==> src/rtl/demux_1to16_seq.sv <==
// 1-to-16 sequential demultiplexer: manual bit writes in IDLE, or a 16-cycle serial scan into out.
// Define DEMUX_SCAN_MSB_FIRST_EN to scan 15->0 instead of the default 0->15.
module demux_1to16_seq #(
  parameter logic [15:0] OUT_RST = 16'h0000
) (
  input  logic        clk,
  input  logic        rst,
  input  logic        in,
  input  logic [3:0]  sel,
  input  logic        we,
  input  logic        scan_start,
  output logic [15:0] out,
  output logic [3:0]  idx,
  output logic        busy,
  output logic        done,
  output logic [1:0]  state_o
);

`ifdef DEMUX_SCAN_MSB_FIRST_EN
  localparam logic [3:0] FIRST_IDX = 4'd15;
  localparam logic [3:0] LAST_IDX  = 4'd0;
  localparam logic [3:0] IDX_STEP  = 4'hF;
`else
  localparam logic [3:0] FIRST_IDX = 4'd0;
  localparam logic [3:0] LAST_IDX  = 4'd15;
  localparam logic [3:0] IDX_STEP  = 4'h1;
`endif

  typedef enum logic [1:0] {
    IDLE = 2'd0,
    SCAN = 2'd1,
    DONE = 2'd2
  } state_t;

  state_t      state_q;
  logic [15:0] out_q;
  logic [3:0]  idx_q;
  logic        busy_q;
  logic        done_q;

  always_ff @(posedge clk or posedge rst) begin
    if (rst) begin
      state_q <= IDLE;
      out_q   <= OUT_RST;
      idx_q   <= 4'd0;
      busy_q  <= 1'b0;
      done_q  <= 1'b0;
    end else begin
      case (state_q)
        IDLE: begin
          done_q <= 1'b0;
          // scan_start takes priority; a simultaneous manual write is dropped
          if (scan_start) begin
            state_q <= SCAN;
            idx_q   <= FIRST_IDX;
            busy_q  <= 1'b1;
          end else if (we) begin
            out_q[sel] <= in;
          end
        end
        SCAN: begin
          out_q[idx_q] <= in;
          if (idx_q == LAST_IDX) begin
            // idx holds at the last index; the return to 0 happens on leaving DONE
            state_q <= DONE;
            busy_q  <= 1'b0;
            done_q  <= 1'b1;
          end else begin
            idx_q <= idx_q + IDX_STEP;
          end
        end
        DONE: begin
          state_q <= IDLE;
          done_q  <= 1'b0;
          idx_q   <= 4'd0;
        end
        default: begin
          state_q <= IDLE;
          busy_q  <= 1'b0;
          done_q  <= 1'b0;
          idx_q   <= 4'd0;
        end
      endcase
    end
  end

  assign out     = out_q;
  assign idx     = idx_q;
  assign busy    = busy_q;
  assign done    = done_q;
  assign state_o = state_q;

endmodule

==> config.mk <==
export PLATFORM = sky130hd
export DESIGN_NAME = demux_1to16_seq
export DESIGN_NICKNAME = d
export VERILOG_FILES = /design/src/rtl/demux_1to16_seq.sv
export SDC_FILE = /design/constraint.sdc
export NUM_CORES = 1
export LEC_CHECK = 0
export ABC_AREA = 1
export BUFFER_PORTS_ARGS = -buffer_cell sky130_fd_sc_hd__buf_2
export CORE_ASPECT_RATIO = 1.25
export CORE_MARGIN = 10
export CORE_UTILIZATION = 55
export DETAILED_ROUTE_END_ITERATION = 16
export PLACE_DENSITY = 0.86
export SLEW_MARGIN = 20
export SYNTH_ARGS = -nofsm -noshare
export SYNTH_HDL_FRONTEND = slang
export SYNTH_SLANG_ARGS = --single-unit
export TNS_END_PERCENT = 1
==> constraint.sdc <==
create_clock -name clk -period 1.4 [get_ports clk]
set_input_delay 0.28 -clock clk [delete_from_list [all_inputs] [get_ports clk]]
set_output_delay 0.28 -clock clk [all_outputs]
set_load 0.05 [all_outputs]
Word-level counts from Yosys, hierarchy flattened
Index checks and enable logic that the tools add are counted.
Operators by class
  $add $sub $neg: 1
  reduce and logical (&&, ||, !) cells: 8
  equality and inequality tests: 8
  magnitude comparators: 4
  bitwise operators: 1
  mux-type cells: 20
Operators by type and width (number)
  $bwmux W16: 2
  $mux W16: 2
  $pmux W16 S2: 1
  $lt A4 B5 Y1 const B: 2
  $ne A2 B2 Y1 const B: 5
  $demux W1 S4: 2
  $ge A4 B1 Y1 const B: 2
  $mux W4: 2
  $pmux W4 S2: 1
  $mux W1: 6
  $reduce_and A3 Y1: 2
  $add A4 B1 Y4 const B: 1
  $eq A4 B4 Y1 const B: 1
  $mux W2: 2
  $pmux W2 S2: 1
  $reduce_and A2 Y1: 2
  $pmux W1 S3: 1
  $eq A2 B1 Y1 const B: 1
  $eq A2 B2 Y1 const B: 1
  $logic_and A1 B1 Y1: 2
  $logic_not A2 Y1: 1
  $reduce_bool A2 Y1: 1
  $not A1 Y1: 1
Word-level totals
  register bits after elaboration: 24
  bits of input ports: 9
  output and inout bits: 24

Logic depth before layout (Yosys ltp)
  depth in word-level cells: 8
  gate-level depth with buffers: 8

Worst setup path before layout
OpenSTA, ideal clock, no wires.
  path type: reg-to-reg
  start point: register idx_q[0], in the netlist idx[0]
  end point: register idx_q[0], in the netlist idx[0]
  cell stages (with the launch flop): 8
  period minus slack after synthesis: 1621 ps
  setup slack: -221 ps
  data required time: 1319 ps
  setup time: 81 ps
  arrival time: 1539 ps
  cells stage by stage: dfrtp_1 -> ha_1 -> nand3_1 -> inv_1 -> nand2_1 -> o21ai_2 -> nand2_1 -> o21ai_1
On the way
  longest elaborated chain between the ends: 3
  elaborated cells on any way between the ends: 6
  those cells by class: 1 x add/sub; 2 x eq/ne; 2 x mux; 1 x reduce/logical
RTL lines
  start, declared: RTL line 37  | logic [3:0] idx_q;
  start signal, assigned: RTL line 69  | idx_q <= idx_q + IDX_STEP;
  $add A4 B1 Y4 or $eq A4 B4 Y1 (tied branches): RTL line 69, 63
  $mux W4 or $ne A2 B2 Y1 (tied branches)
  $pmux W4 S2 or $reduce_and A2 Y1 (tied branches)
Parallel ways exist; a longest one is shown, timed or not. The select of a mux whose other input is x is not followed.
A chain may end at the register's enable or synchronous reset.

Worst setup path after layout
  start point: register idx_q[1], in the netlist idx[1]
  end point: output idx[1]
RTL lines
  end, declared: RTL line 13  | output logic [3:0] idx,
No word-level cell between the ends.

==> results.py <==
metrics = {
    "run_status": {
        "outcome": "complete, no violations",
    },
    "route": {
        "wl_um": 5017,
        "vias_per_cell": 5.419,
        "wl_per_cell_um": 13.94,
        "drt_iter0_markers": 169,
        "drc": 0,
        "ant_nets": 0,
        "drtPass1Iterations": 4,
        "vias": 1951,
    },
    "flow_run": {
        "maxCapViolCount": 0,
    },
    "floorplan": {
        "core_um2": 3166,
        "dieArea_um2": 5909,
        "ios": 33,
        "start_util_pct": 56.01,
        "rows": 23,
        "die_w_um": 70.78,
        "die-height_um": 83.48,
    },
    "synthesis": {
        "yosys.area_share.simple_pct": 52.65,
        "netlist_top_cells_count": "nand2_1 (111), nand3_1 (67), nor2_1 (32)",
        "synth_compound_area_share_pct": 1.694,
        "synth.most_common_cell": "nand2_1",
        "synthArstFlopShare_pct": 100.0,
        "synth_area_leaders": "dfrtp_1 (34%), nand2_1 (24%), nand3_1 (19%)",
        "synth_area_um2": 1773,
        "ys.warnings.count": 0,
        "syn_avg_cell_area_um2": 6.156,
        "syn_nets": 301,
        "synth_edf_count": 0,
        "synth_xor_area_share_pct": 0,
        "synth_cell_types": 18,
        "synth_top_area_share_pct": 33.87,
        "syn-instance-count": 288,
        "synthAdderAreaFrac_pct": 2.823,
        "ys.flop_type": "dfrtp_1",
        "synth_mux_area_share_pct": 0,
        "synth_top_family_by_area": "simple AND/OR/NAND/NOR gates",
        "ys_seq_area_share_pct": 33.87,
        "yosys.area.top_type": "dfrtp_1",
        "ys_ff_latch": 24,
    },
    "sta": {
        "tns_ns": 0,
        "max_slew_margin_pct": 77.73,
        "max_freq_mhz": 735.6,
        "setup_viol": 0,
        "rsz0062_at_grt": "true",
        "period_needed_ns": 1.359,
        "drv_slew": 0,
        "worstMarginPinSlew_ns": 0.3336,
        "fin_worst_skew_ns": 0.007778,
        "setup_ws_ns": 0.04065,
        "fin_crit_sh_pct": 97.10,
        "hold_viol_final": 0,
    },
    "clock_tree": {
        "clkLatencyLatePin_ns": 0.28,
        "path_clk_slew_ns": 0.09,
        "htreeDepth": 1,
        "cts_inserted_buffers": 3,
        "cts-root-buf": "clkbuf_8",
        "clock_path_buffers": 2,
        "cts_tree": "done",
        "cts_sinks": 24,
    },
    "place": {
        "port_buffers": 32,
        "place_area_um2": 1993,
        "dp_slack_ns": 0.04834,
        "dp_cells": 353,
        "hpwl_um": 3622,
        "place.gp.congestion": 0.9361,
    },
    "grt": {
        "grt_use_total_pct": 16.04,
        "overflow": 0,
        "grt_max_degree": 25,
        "first_global_vias": 1828,
        "grt_pass1_wl_um": 8197,
        "antenna_found_initial": 0,
    },
    "power": {
        "p_leak_nw": 1.244,
        "p_per_area_nw_per_um2": 2236,
        "peakVddDrop_mv": 1.702,
    },
    "worst_hold_path": {
        "hp-class": "input port to asynchronous set/reset pin",
    },
    "final_layout": {
        "multi_input_area_um2": 1044,
        "fill_cells": 282,
        "final_design_area_no_fill_um2": 2102,
        "area_growth_pct": 18.56,
        "fin_cells": 360,
        "antenna_cells": 0,
        "register_area_um2": 608.1,
        "layout.nets": 337,
        "drive_above_1_share_pct": 21.36,
    },
    "critical_path": {
        "worstPathMaxFanout": 5,
        "worstSetupEndpointType": "primary output",
        "crit_type": "register to primary output",
        "critPathLaunchType": "register",
        "worstPathRequired_ns": 1.12,
        "cp.arrival_ns": 1.08,
    },
}
[cells by family (layout without fill, tap and decap cells)]
| logic type | count (synthesis) | after routing |
|---|---|---|
| AOI/OAI and AO/OA | 5 | 5 |
| and+or+nand+nor | 219 | 219 |
| adders and majority gates | 4 | 4 |
| buffers and inverters | 36 | 71 |
| DFF | 24 | 24 |
[through the flow]
stage / hold slack (ns) / total power [W] / utilization (%)
5_1_grt: 0.06451 / 0.005001 / 66.40
3_3_place_gp: 0.3418 / 0.003977 / 62.96
3_5_place_dp: 0.3497 / 0.004047 / 62.96
2_1_floorplan: 0.2942 / 0.003393 / -
6_report: 0.02944 / 0.004701 / 66.40
4_1_cts: 0.05617 / 0.004553 / 64.70
[path summary, 6_finish.rpt]
| path | to | from | depth (start not counted) | slack, ns |
|---|---|---|---|---|
| setup / recovery | idx[1] | idx[1] | 2 | 0.04 |
| hold / removal | out[6] | rst | 3 | 0.03 |
| setup reg to reg | out[13] | idx[1] | 7 | 0.06 |
| hold reg to reg | done | done | 2 | 0.50 |
| max in group asynchronous | state_o[0] | rst | 3 | 1.09 |
| min in group clk | state_o[0] | scan_start | 3 | 0.34 |
[power breakdown]
part | internal [W] | switching, W | leakage [nW] | total, W
sequential | 0.000996 | 0.000253 | 0.307 | 0.00125
combinational | 0.000764 | 0.00219 | 0.909 | 0.00295
clock | 0.000252 | 0.000247 | 0.0288 | 0.000499
total | 0.00201 | 0.00269 | 1.24 | 0.00470
[layout by cell type, fill, tap and decap left out]
cell type and n:
buf_12 1, buf_2 32, buf_4 9, buf_6 1
clkbuf_8 4, dfrtp_1 18, dfrtp_2 6, ha_1 1
ha_2 3, inv_1 22, inv_2 2, nand2_1 110
nand2_2 2, nand3_1 67, nand4_1 5, nor2_1 27
nor2_2 7, nor2_4 1, o21ai_1 3, o21ai_4 1
o22ai_1 1
[per-layer routing]
layer	global-route usage (%)	vias up	routed length, µm
met2	27.33	69	2522
met1	18.73	882	2046
li1	-	990	-
met4	6.349	0	115
met3	3.452	10	333
met5	0	-	0
[state kept, by name, indices dropped and copies added (netlist names)]
| name | cells |
|---|---|
| out | 16 |
| state_o | 2 |
| idx | 4 |
| busy | 1 |
| done | 1 |
[timing repair]
| action | CTS | global route |
|---|---|---|
| endpoints found under the setup margin | 0 | 13 |
| buffers inserted | 0 | 3 |
| hold buffers | 0 | 0 |
| resized for setup | 0 | 11 |
[critical path, cell delays in order (launching register included)]
cell and delay [ns]:
dfrtp_2 0.45, buf_4 0.15, buf_2 0.20
[area by class of cell]
cell class                 count  area share [%]
clock buffer                   4           2.619
inverter                      24           4.286
multi-input combinational    228           49.64
sequential                    24           28.93
tap                           37           2.202
timing repair buffer          43           12.32
Power figures use the tool's default switching activity.
